===== src/rtl/elevator_ctrl.sv =====
// SCAN-order elevator scheduler: latches floor calls, moves the car one floor per
// TRAVEL_TICKS strobes and holds the door open for DOOR_TICKS strobes.
module elevator_ctrl #(
    parameter int NUM_FLOORS   = 4,
    parameter int FLOOR_W      = 2,
    parameter int TRAVEL_TICKS = 2,
    parameter int DOOR_TICKS   = 3
) (
    input  logic                  clk_100MHz,
    input  logic                  reset,
    input  logic                  tick,
    input  logic [NUM_FLOORS-1:0] call_req,
    output logic [FLOOR_W-1:0]    current_floor,
    output logic                  moving_up,
    output logic                  moving_down,
    output logic                  door_open,
    output logic [NUM_FLOORS-1:0] pending
);

    localparam logic [1:0] S_IDLE   = 2'd0;
    localparam logic [1:0] S_MOVE   = 2'd1;
    localparam logic [1:0] S_ARRIVE = 2'd2;
    localparam logic [1:0] S_DOOR   = 2'd3;

    localparam int CNT_MAX = (TRAVEL_TICKS > DOOR_TICKS) ? TRAVEL_TICKS : DOOR_TICKS;
    localparam int CNT_W   = $clog2(CNT_MAX + 1);

    localparam logic [CNT_W-1:0]   CNT_ONE  = {{(CNT_W-1){1'b0}}, 1'b1};
    localparam logic [CNT_W-1:0]   TRAVEL_C = CNT_W'(TRAVEL_TICKS);
    localparam logic [CNT_W-1:0]   DOOR_C   = CNT_W'(DOOR_TICKS);
    localparam logic [FLOOR_W-1:0] FLOOR_ONE = {{(FLOOR_W-1){1'b0}}, 1'b1};

    logic [1:0]            state_q, state_d;
    logic                  dir_q, dir_d;
    logic [CNT_W-1:0]      tick_cnt_q, tick_cnt_d;
    logic [FLOOR_W-1:0]    floor_q, floor_d;
    logic [NUM_FLOORS-1:0] pending_q, pending_d;
    logic                  moving_up_q, moving_up_d;
    logic                  moving_down_q, moving_down_d;
    logic                  door_open_q, door_open_d;

    logic [NUM_FLOORS-1:0] above_mask, below_mask, here_mask;
    logic                  calls_above, calls_below, call_here;
    logic                  calls_ahead, calls_behind;
    logic [CNT_W-1:0]      tick_cnt_inc;

    // Per-floor position masks relative to the car, from the registered floor only.
    for (genvar gi = 0; gi < NUM_FLOORS; gi++) begin : g_floor_mask
        localparam logic [FLOOR_W-1:0] FLOOR_IDX = FLOOR_W'(gi);
        assign above_mask[gi] = (FLOOR_IDX > floor_q);
        assign below_mask[gi] = (FLOOR_IDX < floor_q);
        assign here_mask[gi]  = (FLOOR_IDX == floor_q);
    end

    assign calls_above  = |(pending_q & above_mask);
    assign calls_below  = |(pending_q & below_mask);
    assign call_here    = |(pending_q & here_mask);
    assign calls_ahead  = dir_q ? calls_above : calls_below;
    assign calls_behind = dir_q ? calls_below : calls_above;
    assign tick_cnt_inc = tick_cnt_q + CNT_ONE;

    always_comb begin
        state_d    = state_q;
        dir_d      = dir_q;
        floor_d    = floor_q;
        tick_cnt_d = tick_cnt_q;

        case (state_q)
            S_IDLE: begin
                if (call_here) begin
                    state_d = S_DOOR;
                end else if (calls_ahead) begin
                    state_d = S_MOVE;
                end else if (calls_behind) begin
                    state_d = S_MOVE;
                    dir_d   = ~dir_q;
                end
            end
            S_MOVE: begin
                if (tick) begin
                    if (tick_cnt_inc == TRAVEL_C) begin
                        floor_d = dir_q ? (floor_q + FLOOR_ONE) : (floor_q - FLOOR_ONE);
                        state_d = S_ARRIVE;
                    end else begin
                        tick_cnt_d = tick_cnt_inc;
                    end
                end
            end
            S_ARRIVE: begin
                if (call_here) begin
                    state_d = S_DOOR;
                end else if (calls_ahead) begin
                    state_d = S_MOVE;
                end else begin
                    state_d = S_IDLE;
                end
            end
            default: begin
                if (tick) begin
                    if (tick_cnt_inc == DOOR_C) begin
                        state_d = S_IDLE;
                    end else begin
                        tick_cnt_d = tick_cnt_inc;
                    end
                end
            end
        endcase

        if (state_d != state_q) begin
            tick_cnt_d = '0;
        end

        // A call for the car's own floor is swallowed while the door is (or is about to be) open.
        pending_d = pending_q | call_req;
        if ((state_d == S_DOOR) || (state_q == S_DOOR)) begin
            pending_d = pending_d & ~here_mask;
        end

        moving_up_d   = (state_d == S_MOVE) && dir_d;
        moving_down_d = (state_d == S_MOVE) && !dir_d;
        door_open_d   = (state_d == S_DOOR);
    end

    always_ff @(posedge clk_100MHz) begin
        if (reset) begin
            state_q       <= S_IDLE;
            dir_q         <= 1'b1;
            tick_cnt_q    <= '0;
            floor_q       <= '0;
            pending_q     <= '0;
            moving_up_q   <= 1'b0;
            moving_down_q <= 1'b0;
            door_open_q   <= 1'b0;
        end else begin
            state_q       <= state_d;
            dir_q         <= dir_d;
            tick_cnt_q    <= tick_cnt_d;
            floor_q       <= floor_d;
            pending_q     <= pending_d;
            moving_up_q   <= moving_up_d;
            moving_down_q <= moving_down_d;
            door_open_q   <= door_open_d;
        end
    end

    assign current_floor = floor_q;
    assign moving_up     = moving_up_q;
    assign moving_down   = moving_down_q;
    assign door_open     = door_open_q;
    assign pending       = pending_q;

endmodule


===== config.mk =====
export PLATFORM = sky130hd
export DESIGN_NAME = elevator_ctrl
export DESIGN_NICKNAME = d
export VERILOG_FILES = /design/src/rtl/elevator_ctrl.sv
export SDC_FILE = /design/constraint.sdc
export NUM_CORES = 1
export LEC_CHECK = 0
export ABC_AREA = 1
export ABC_CLOCK_PERIOD_IN_PS = 1400
export CAP_MARGIN = 20
export CELL_PAD_IN_SITES_DETAIL_PLACEMENT = 2
export CELL_PAD_IN_SITES_GLOBAL_PLACEMENT = 2
export CORE_ASPECT_RATIO = 0.9
export CORE_UTILIZATION = 25
export DETAILED_ROUTE_END_ITERATION = 8
export PLACE_DENSITY_LB_ADDON = 0.1
export RECOVER_POWER = 25
export SYNTH_ARGS = -nofsm -noshare
export SYNTH_HDL_FRONTEND = slang
export SYNTH_SLANG_ARGS = --single-unit
export TNS_END_PERCENT = 30

===== constraint.sdc =====
create_clock -name clk_100MHz -period 1.4 [get_ports clk_100MHz]
set_input_delay 0.14 -clock clk_100MHz [delete_from_list [all_inputs] [get_ports clk_100MHz]]
set_output_delay 0.14 -clock clk_100MHz [all_outputs]
set_load 0.03 [all_outputs]

==> summary.log, run 1 <==
qor: outcome.outcome finished, violations left
qor: outcome.violations setup timing
qor: final_layout.antenna_cells 0
qor: clocking.cts-buffers-inserted 3
qor: timing.layout_worst_path_cycle_share 115.5%
qor: timing.hold-worst-slack 499.9 ps
qor: timing.hold_violations 0
qor: synth.post_synth.cell_area_avg 7.246 um2
qor: die.core-area 3114 um2
qor: final_layout.share_of_post_route_cells_with_drive_strength_above_1 45.33%
qor: power_and_ir_drop.vdd_ir_drop_max 0.0003955 V
qor: drt.drtIter0Drc 29
qor: power_and_ir_drop.powerDensity 1143 nW/um2
qor: power_and_ir_drop.power.static_leakage 0.5784 nW
qor: critical_path.critPathTopFamily simple AND/OR/NAND/NOR gates
qor: flow_run.maxCapViolations 0
qor: timing.fmaxAchievable 618.2 MHz
qor: drt.drt_wl_total 2.718 mm
qor: critical_path.critical_path_required 1580 ps
qor: critical_path.dominant_cell_type_by_count_on_the_critical_path sky130_fd_sc_hd__nand2_1
qor: timing.rsz0062_at_grt true
qor: grt.overflow 0
qor: grt.pin_count_of_the_biggest_net_entering_global_routing 9
qor: clocking.clk_path_buf_depth 2
qor: hold_path.min_path_type register to register
qor: drt.drt-wirelength-per-cell 14.16 um
qor: drt.viasPerCell 4.464
qor: timing.setup_ws -217.5 ps
qor: clocking.cts_tree built
qor: timing.clock_skew 3.850 ps
qor: die.number_of_primary_i_o_pins 16
qor: grt.grt_use_total 16.44%
qor: critical_path.path_buf_inv 1
qor: critical_path.crit_arrival 1800 ps
qor: die.die_h 56.77 um
qor: die.die_w 62.86 um
qor: grt.first_global_vias 895
qor: synth.synth_warnings 0
qor: synth.syn-cell-area 833.3 um2
qor: timing.worst_slew_margin_rel 75.03%
qor: place.dpl.hpwl 2.019 mm
qor: place.gp_congestion 0.7594
qor: critical_path.critical_path.startpoint_type register
qor: clocking.cts.hold.buffers_added 0
qor: grt.grt_first_pass_wirelength 4.395 mm
qor: die.floorplan.rows 19
qor: final_layout.post-route-util 42.83%
qor: grt.initial_antenna_violation_count 0
qor: final_layout.cell_area_after_layout 1334 um2
qor: synth.synth.ff_latch_count 14
qor: synth.synthesis.instances 115
qor: place.io_buffers 15
qor: die.start_util 26.76%
qor: final_layout.nNetsFinal 165
qor: drt.route.detailed.drc 0
qor: die.die_area 3568 um2
qor: critical_path.timing.critical_path.fanout_max 4
qor: clocking.clkLatencyLatePin 250 ps
qor: drt.detail_route.first_pass.iterations 3
qor: place.pre_cts_slack -234.2 ps
qor: clocking.root_buffer sky130_fd_sc_hd__clkbuf_8
qor: drt.vias 857
qor: timing.final-max-slew-violation-count 0
qor: timing.fin_crit 1617 ps
qor: synth.ys_seq_area_share 33.63%
qor: critical_path.slowest_delay 410 ps
qor: critical_path.timing.critical_path.slowest_stage_cell sky130_fd_sc_hd__dfxtp_4
qor: drt.postRouteAntennaNets 0
qor: critical_path.critPathKind register to register
qor: timing.timing_worst_slew_pin_value 376.2 ps
qor: place.detailed_place.area 1144 um2
qor: clocking.htree_num_levels 1
qor: synth.netlist-cell-type-count 21
qor: power_and_ir_drop.fin_total_pwr 1.524 mW
qor: critical_path.critical_path.cell_chain inv_6, ha_1, nand2_1, nand3_2, nor2_2, nand2_1, nand2_1, nand2_2, nand3_4, nand2_4, a21oi_2
qor: synth.postSynthNetCount 129
qor: clocking.sinks_on_clock_net 14
qor: final_layout.area.growth.synth_to_final 60.06%
qor: timing.final-setup-viol-count 11
qor: clocking.cts.clk_slew.worst_paths 60 ps
qor: critical_path.critical_path_end_type register
-- state kept, by name, indices dropped and copies added (netlist names) --
name,cells
pending,4
current_floor,2
state_q,2
tick_cnt_q,2
dir_q,1
door_open,1
moving_down,1
moving_up,1
-- through the flow --
step / std cells / setup TNS, ps
floorplan: 115 / -703.3
global placement: 182 / -1786
detailed placement: 182 / -2115
CTS: 190 / -1797
global route: 192 / -3271
finish: 192 / -2001
-- cell usage after synthesis --
cell | count | area, um2
sky130_fd_sc_hd__nor3_1 | 1 | 5.000
sky130_fd_sc_hd__nor2_2 | 1 | 6.260
sky130_fd_sc_hd__nand2_2 | 6 | 37.54
sky130_fd_sc_hd__nor2_1 | 8 | 30.03
sky130_fd_sc_hd__a21oi_1 | 6 | 30.03
sky130_fd_sc_hd__or2_2 | 2 | 12.51
sky130_fd_sc_hd__o21ai_1 | 1 | 5.000
sky130_fd_sc_hd__xnor2_1 | 1 | 8.760
sky130_fd_sc_hd__ha_1 | 7 | 87.58
sky130_fd_sc_hd__o21ai_0 | 7 | 35.03
sky130_fd_sc_hd__inv_1 | 15 | 56.30
sky130_fd_sc_hd__or2_4 | 1 | 8.760
sky130_fd_sc_hd__nand2_1 | 28 | 105.1
sky130_fd_sc_hd__nand3_2 | 2 | 20.02
sky130_fd_sc_hd__nor2_4 | 2 | 22.52
sky130_fd_sc_hd__nand4_1 | 2 | 12.51
sky130_fd_sc_hd__a21oi_2 | 3 | 26.28
sky130_fd_sc_hd__inv_2 | 2 | 7.510
sky130_fd_sc_hd__nand2_4 | 1 | 11.26
sky130_fd_sc_hd__nand3_1 | 5 | 25.02
sky130_fd_sc_hd__dfxtp_1 | 14 | 280.3
-- layout by cell type (no fill, tap or decap), types with 4 or more instances in the layout --
master	count
sky130_fd_sc_hd__nand3_2	5
sky130_fd_sc_hd__nand2_1	20
sky130_fd_sc_hd__buf_4	16
sky130_fd_sc_hd__nor2_1	6
sky130_fd_sc_hd__inv_1	10
sky130_fd_sc_hd__clkdlybuf4s50_1	8
sky130_fd_sc_hd__dfxtp_1	12
sky130_fd_sc_hd__o21ai_0	6
sky130_fd_sc_hd__inv_2	5
sky130_fd_sc_hd__dlygate4sd2_1	6
sky130_fd_sc_hd__a21oi_2	6
sky130_fd_sc_hd__ha_4	4
sky130_fd_sc_hd__nand2_2	13
-- power breakdown --
group	switching, mW	internal, mW
clock network	0.156	0.202
logic	0.403	0.268
registers	0.0519	0.443
total	0.611	0.913
-- cell type report --
| cell class | instances | area [um2] |
|---|---|---|
| clock buffer | 4 | 45.04 |
| fill | 355 | 1780 |
| inverter | 17 | 73.82 |
| multi-input combinational | 84 | 618.1 |
| sequential | 14 | 287.8 |
| tap | 42 | 52.55 |
| timing repair buffer | 31 | 256.5 |
-- worst min-delay path: cells and delay by family, from the launching register on --
kind	cells	cell delay (ps)
flops	1	320
simple gates	1	80
compound gates	1	50
-- routing by layer --
| metal | GRT usage (%) | wire (um) | up-vias |
|---|---|---|---|
| li1 | - | - | 430 |
| met1 | 20.83 | 1256 | 416 |
| met2 | 28.57 | 1390 | 7 |
| met3 | 2.439 | 45 | 4 |
| met4 | 4.983 | 27 | 0 |
| met5 | 0 | 0 | - |
-- what timing repair did --
item	4_1_cts	5_1_grt
resized for setup	22	15
buffers inserted	4	2
pin swaps	12	4
endpoints found under the setup margin	18	13
-- logic make-up (layout without fill, tap and decap cells) --
logic type               count (synthesis)  count (layout)  share of synthesized area (%)
AO/OA/AOI/OAI                           17              17                          11.56
XOR/XNOR                                 1               1                          1.051
adder cells (fa/ha/maj)                  7               7                          10.51
buffers and inverters                   17              52                          7.658
flip-flops                              14              14                          33.63
AND/OR/NAND/NOR                         59              59                          35.59
-- final timing paths --
kind | start | endpoint | slack (ps) | cells after the start
setup / recovery | current_floor[0]$_SDFFE_PP0P_ | pending[0]$_SDFF_PP0_ | -220 | 11
setup reg to reg | current_floor[0]$_SDFFE_PP0P_ | pending[0]$_SDFF_PP0_ | -220 | 11
hold / removal | tick_cnt_q[1]$_SDFFE_PP0P_ | tick_cnt_q[1]$_SDFFE_PP0P_ | 500 | 2
hold reg to reg | tick_cnt_q[1]$_SDFFE_PP0P_ | tick_cnt_q[1]$_SDFFE_PP0P_ | 500 | 2
(Power assumes the default switching activity.)
==> run 2, diff against run 1 <==
--- a/config.mk
+++ b/config.mk
@@ -6,13 +6,14 @@
 export NUM_CORES = 1
 export LEC_CHECK = 0
 export ABC_AREA = 1
-export ABC_CLOCK_PERIOD_IN_PS = 1400
 export CAP_MARGIN = 20
 export CELL_PAD_IN_SITES_DETAIL_PLACEMENT = 2
 export CELL_PAD_IN_SITES_GLOBAL_PLACEMENT = 2
 export CORE_ASPECT_RATIO = 0.9
 export CORE_UTILIZATION = 25
+export CTS_CLUSTER_DIAMETER = 60
 export DETAILED_ROUTE_END_ITERATION = 8
+export GPL_TIMING_DRIVEN = 1
 export PLACE_DENSITY_LB_ADDON = 0.1
 export RECOVER_POWER = 25
 export SYNTH_ARGS = -nofsm -noshare
==> results of run 2 <==
The final DEF is identical to that of run 1; final timing and power are the same.
==> run 3, diff against run 2 <==
--- a/config.mk
+++ b/config.mk
@@ -10,7 +10,8 @@
 export CELL_PAD_IN_SITES_DETAIL_PLACEMENT = 2
 export CELL_PAD_IN_SITES_GLOBAL_PLACEMENT = 2
 export CORE_ASPECT_RATIO = 0.9
-export CORE_UTILIZATION = 25
+export CORE_UTILIZATION = 26
+export CTS_BUF_LIST = sky130_fd_sc_hd__clkbuf_2 sky130_fd_sc_hd__clkbuf_4 sky130_fd_sc_hd__clkbuf_8
 export CTS_CLUSTER_DIAMETER = 60
 export DETAILED_ROUTE_END_ITERATION = 8
 export GPL_TIMING_DRIVEN = 1
==> summary.log, run 3 (synthesized netlist as in run 1, its figures left out) <==
qor: place.gp_congestion 0.7754 [was 0.7594]
qor: grt.grt_use_total 17.61% [was 16.44%]
qor: timing.layout_worst_path_cycle_share 118.0% [was 115.5%]
qor: final_layout.layout.cells.most_common sky130_fd_sc_hd__nand2_1 [unchanged]
qor: hold_path.worst_hold_startpoint call_req[3] [was tick_cnt_q[1]$_SDFFE_PP0P_]
qor: timing.rsz0062_at_grt true [unchanged]
qor: timing.final-setup-viol-count 11 [unchanged]
qor: place.dpl.cell_count 183 [was 182]
qor: grt.overflow 0 [unchanged]
qor: timing.worst_slew_margin_rel 75.30% [was 75.03%]
qor: timing.final-max-slew-violation-count 0 [unchanged]
qor: drt.postRouteAntennaNets 0 [unchanged]
qor: final_layout.share_of_post_route_cells_with_drive_strength_above_1 44.00% [was 45.33%]
qor: clocking.root_buffer sky130_fd_sc_hd__clkbuf_4 [was sky130_fd_sc_hd__clkbuf_8]
qor: die.die_w 61.68 um [was 62.86 um]
qor: clocking.cts.clk_slew.worst_paths 90 ps [was 60 ps]
qor: outcome.outcome finished, violations left [unchanged]
qor: clocking.htree_num_levels 1 [unchanged]
qor: drt.drt-wirelength-per-cell 14.64 um [was 14.16 um]
qor: die.die_area 3436 um2 [was 3568 um2]
qor: power_and_ir_drop.vdd_ir_drop_max 0.0003894 V [was 0.0003955 V]
qor: timing.timing_worst_slew_pin_value 369.2 ps [was 376.2 ps]
qor: critical_path.crit_arrival 1880 ps [was 1800 ps]
qor: die.floorplan.rows 19 [unchanged]
qor: die.number_of_primary_i_o_pins 16 [unchanged]
qor: grt.first_global_vias 913 [was 895]
qor: critical_path.startpoint_of_the_most_critical_register_to_register_path current_floor[1]$_SDFFE_PP0P_ [was current_floor[0]$_SDFFE_PP0P_]
qor: clocking.clkLatencyLatePin 290 ps [was 250 ps]
qor: clocking.cts_tree built [unchanged]
qor: drt.vias 864 [was 857]
qor: drt.route.detailed.drc 0 [unchanged]
qor: drt.drt_wl_total 2.811 mm [was 2.718 mm]
qor: place.dpl.hpwl 1.975 mm [was 2.019 mm]
qor: critical_path.critical_path.startpoint_type register [unchanged]
qor: grt.pin_count_of_the_biggest_net_entering_global_routing 9 [unchanged]
qor: drt.drtIter0Drc 9 [was 29]
qor: hold_path.min_path_type input port to register [was register to register]
qor: critical_path.worstSetupStartpoint current_floor[1]$_SDFFE_PP0P_ [was current_floor[0]$_SDFFE_PP0P_]
qor: final_layout.largest_register_ff_count 4 [unchanged]
qor: die.die_h 55.71 um [was 56.77 um]
qor: final_layout.area.growth.synth_to_final 59.46% [was 60.06%]
qor: final_layout.finish.cell_count_without_fillers 192 [unchanged]
qor: final_layout.nNetsFinal 165 [unchanged]
qor: flow_run.maxCapViolations 0 [unchanged]
qor: clocking.cts-buffers-inserted 3 [unchanged]
qor: final_layout.layout_common_cells sky130_fd_sc_hd__nand2_1, sky130_fd_sc_hd__buf_4, sky130_fd_sc_hd__inv_1 [was sky130_fd_sc_hd__nand2_1, sky130_fd_sc_hd__buf_4, sky130_fd_sc_hd__nand2_2]
qor: critical_path.critical_path_required 1630 ps [was 1580 ps]
qor: place.io_buffers 15 [unchanged]
qor: timing.setup_ws -251.8 ps [was -217.5 ps]
qor: grt.initial_antenna_violation_count 0 [unchanged]
qor: final_layout.antenna_cells 0 [unchanged]
qor: power_and_ir_drop.power.static_leakage 0.6191 nW [was 0.5784 nW]
qor: final_layout.post-route-util 43.67% [was 42.83%]
qor: timing.fin_crit 1652 ps [was 1617 ps]
qor: critical_path.timing.critical_path.fanout_max 5 [was 4]
qor: timing.fmaxAchievable 605.4 MHz [was 618.2 MHz]
qor: critical_path.critPathKind register to register [unchanged]
qor: grt.grt_first_pass_wirelength 4.388 mm [was 4.395 mm]
qor: drt.viasPerCell 4.500 [was 4.464]
qor: clocking.clk_path_buf_depth 2 [unchanged]
qor: power_and_ir_drop.powerDensity 1123 nW/um2 [was 1143 nW/um2]
qor: die.core-area 3043 um2 [was 3114 um2]
qor: clocking.sinks_on_clock_net 14 [unchanged]
qor: die.start_util 27.38% [was 26.76%]
qor: final_layout.layout.area.seq 289.0 um2 [was 287.8 um2]
qor: outcome.violations setup timing [unchanged]
qor: final_layout.layout.filler_cells 378 [was 355]
qor: timing.clock_skew 3.222 ps [was 3.850 ps]
qor: drt.detail_route.first_pass.iterations 3 [unchanged]
qor: final_layout.multiInputGateArea 614.3 um2 [was 618.1 um2]
qor: clocking.cts.hold.buffers_added 0 [unchanged]
qor: critical_path.critical_path_end_type register [unchanged]
qor: timing.hold_violations 0 [unchanged]
[run 3: routing by layer]
| metal | vias to the layer above | part of all wire [%] | track usage [%] |
|---|---|---|---|
| met5 | - | 0 | 0 |
| met4 | 0 | 1.7 | 7.619 |
| met3 | 4 | 1.6 | 2.791 |
| met2 | 7 | 51 | 26.88 |
| met1 | 421 | 46 | 24.09 |
| li1 | 432 | - | - |
[run 3: power by group]
group          total (mW)  switching [mW]  internal (mW)
sequential          0.496          0.0520          0.444
clock               0.313           0.155          0.159
combinational       0.682           0.412          0.269
[run 3: per-stage QoR]
step,hold WS [ps],area (um2),worst slack [ps],total power [mW],TNS (ps)
floorplan,212.2,865.8,-94.77,0.8734,-703.3
global placement,486.6,1151,-206.8,1.071,-1698
detailed placement,496.4,1151,-239.7,1.085,-2028
CTS,472.9,1252,-211.3,1.417,-1929
global route,482.9,1329,-352.7,1.588,-3347
finish,468.4,1329,-251.8,1.492,-2147
[run 3: area by class of cell]
cell class,instances,share of cell area [%]
Multi-Input combinational cell,84,46.23
Sequential cell,14,21.75
Timing Repair Buffer,31,19.77
Inverter,17,5.556
Tap cell,42,3.955
Clock buffer,4,2.731
[run 3: worst max-delay path: stages, from the launching register on]
cell and delay (ps):
sky130_fd_sc_hd__dfxtp_4 420, sky130_fd_sc_hd__inv_6 60, sky130_fd_sc_hd__ha_4 170, sky130_fd_sc_hd__nand2_4 80
sky130_fd_sc_hd__nand2_4 50, sky130_fd_sc_hd__nor2_4 130, sky130_fd_sc_hd__nand2_2 90, sky130_fd_sc_hd__inv_2 60
sky130_fd_sc_hd__nand3_2 60, sky130_fd_sc_hd__nand2_2 80, sky130_fd_sc_hd__nand2_4 80, sky130_fd_sc_hd__nand3_4 80
sky130_fd_sc_hd__nand2_4 80, sky130_fd_sc_hd__a21oi_2 140
[run 3: path summary, 6_finish.rpt]
path / depth (start not counted) / slack, ps / endpoint
setup / recovery: 13 / -250 / pending[0]$_SDFF_PP0_
hold / removal: 3 / 470 / pending[3]$_SDFF_PP0_
setup reg to reg: 13 / -250 / pending[0]$_SDFF_PP0_
hold reg to reg: 2 / 520 / tick_cnt_q[0]$_SDFFE_PP0P_
[run 3: what timing repair did]
item / 4_1_cts / 5_1_grt
endpoints found under the setup margin: 20 / 14
buffers inserted: 3 / 2
resized for setup: 21 / 16
pin swaps: 2 / 10
==> RTL edit (flow settings as in run 1) <==
Take the reset off `pending_q` and load it in a clocked block of its own.
--- a/src/rtl/elevator_ctrl.sv
+++ b/src/rtl/elevator_ctrl.sv
@@ -127,7 +127,6 @@
             dir_q         <= 1'b1;
             tick_cnt_q    <= '0;
             floor_q       <= '0;
-            pending_q     <= '0;
             moving_up_q   <= 1'b0;
             moving_down_q <= 1'b0;
             door_open_q   <= 1'b0;
@@ -136,11 +135,14 @@
             dir_q         <= dir_d;
             tick_cnt_q    <= tick_cnt_d;
             floor_q       <= floor_d;
-            pending_q     <= pending_d;
             moving_up_q   <= moving_up_d;
             moving_down_q <= moving_down_d;
             door_open_q   <= door_open_d;
         end
+    end
+
+    always_ff @(posedge clk_100MHz) begin
+        pending_q <= pending_d;
     end
 
     assign current_floor = floor_q;
Function: changed (Yosys sat finds a counterexample within 4 cycles, from zero or initial values and one cycle with reset high).
==> RTL edit against run 1 <==
Total power increased by 43%; global-route usage decreased by 0.62 points; combinational power increased by 79%; via count increased by 6.3%; wire length increased by 4.6%; cell area increased by 5.1%; sequential cell count unchanged; count of clock-buffer cells in the layout unchanged; the flow still finishes with violations (setup timing); area after synthesis increased by 11%; setup slack got worse by 0.019 ns; largest power group unchanged; cell count increased by 7.8%.
==> RTL edit: results (changes against run 1) <==
metric,value,unit,change
Crit Path Max Fanout,5,,+1
Relative slew margins,0.7822,,+0.03188
overall routed net length,2.842,mm,+4.6%
Clock Power,0.000357,W,about the same
power after layout,0.002177,W,+43%
Final setup violation count,12,,+1
post-cts repair resize count,19,,-14%
number of multi-input combinational cells in the layout,93,,+11%
peak per-stage delay on the critical path,0.38,ns,-0.03 ns
power drawn by the combinational cells,0.00120,W,+79%
wire length of the first global-routing pass,4.478,mm,+1.9%
H-tree lvl count,1,,unchanged
Synth Net Count,140,,+8.5%
violations in the final reports,setup timing,,
most frequent cells after synthesis,"sky130_fd_sc_hd__nand2_1, sky130_fd_sc_hd__inv_1, sky130_fd_sc_hd__dfxtp_1",,
number of post-CTS setup repair buffers,3,,-1
Logic inverters,19,,+2
clock network contribution to total cell area,0.03214,,-0.001628
post-DP HPWL,2.114,mm,+4.7%
total via count after detailed routing,911,,+6.3%
outcome,finished with violations,,
most area-consuming cells after synthesis,"sky130_fd_sc_hd__dfxtp_1, sky130_fd_sc_hd__nand2_1, sky130_fd_sc_hd__ha_1, sky130_fd_sc_hd__inv_1, sky130_fd_sc_hd__nor2_1",,
switching portion of total power,0.4607,,+0.05985
signal arrival time at the worst endpoint,1.78,ns,-0.02 ns
Layout non-clock buf frac,0.2009,,+0.008586
Non-Clock Buffer Count,33,,+6.5%
count of filler cells inserted in the layout,416,,+17%
vias in the first global route,939,,+4.9%
Seq area share,0.2054,,-0.01040
worst setup slack after layout,-0.2368,ns,-0.01934 ns
worst ir drop on vdd,0.0007265,V,+84%
placer's final routability congestion estimate,0.7679,,+1.1%
All-Layer GR Usage,0.1582,,-0.006224
LEAKAGE,0.6402,nW,+11%
count of unique library cells instantiated by Yosys,24,,+14%
number of nets in the layout,178,,+7.9%
Iteration-0 DRC Markers,19,,-34%
kind of path behind the tightest hold check,in -> reg,,
sequential fraction of the synthesis area,0.3019,,-0.03445
setup TNS,-2.013,ns,-0.01236 ns
==> RTL edit: changes by cell type after synthesis, sizes merged <==
cell	change
nor2	+6
nor3	+1
nand2	+5
nand3	+5
inv	+1
o21ai	-5
a21oi	-3
clkinv	+1
==> RTL edit: kinds of logic after synthesis <==
family / Yosys count / share of synthesized area
simple gates: 76 / 0.4515
compound gates: 9 / 0.06468
fa+ha+maj: 7 / 0.09434
buf+inv: 19 / 0.07816
xor+xnor: 1 / 0.009436
flops: 14 / 0.3019
==> RTL edit: path summary, 6_finish.rpt <==
check	start	to	slack, ns	depth (start not counted)
worst min register to register	tick_cnt_q[1]$_SDFFE_PP0P_	tick_cnt_q[1]$_SDFFE_PP0P_	0.51	2
worst max register to register	current_floor[0]$_SDFFE_PP0P_	pending[2]$_DFF_P_	-0.24	13
worst max-delay path	current_floor[0]$_SDFFE_PP0P_	pending[2]$_DFF_P_	-0.24	13
worst min-delay path	reset	state_q[1]$_SDFF_PP0_	0.45	2
==> RTL edit: metal layers <==
| metal | GRT usage | routed length [um] | vias up |
|---|---|---|---|
| met5 | 0 | 0 | - |
| met4 | 0.04863 | 18 | 0 |
| met3 | 0.04771 | 75 | 2 |
| met2 | 0.2668 | 1478 | 12 |
| met1 | 0.1936 | 1270 | 432 |
| li1 | - | - | 465 |
==> RTL edit: stage by stage <==
step / instance area [um^2] / std cells / setup slack, ns / hold WS (ns)
2_1_floorplan: 958.4 / 126 / -0.1479 / 0.2118
3_3_place_gp: 1254 / 197 / -0.2309 / 0.4768
3_5_place_dp: 1254 / 197 / -0.2410 / 0.5023
4_1_cts: 1361 / 204 / -0.2055 / 0.4457
5_1_grt: 1401 / 207 / -0.3912 / 0.4652
6_report: 1401 / 207 / -0.2368 / 0.4455
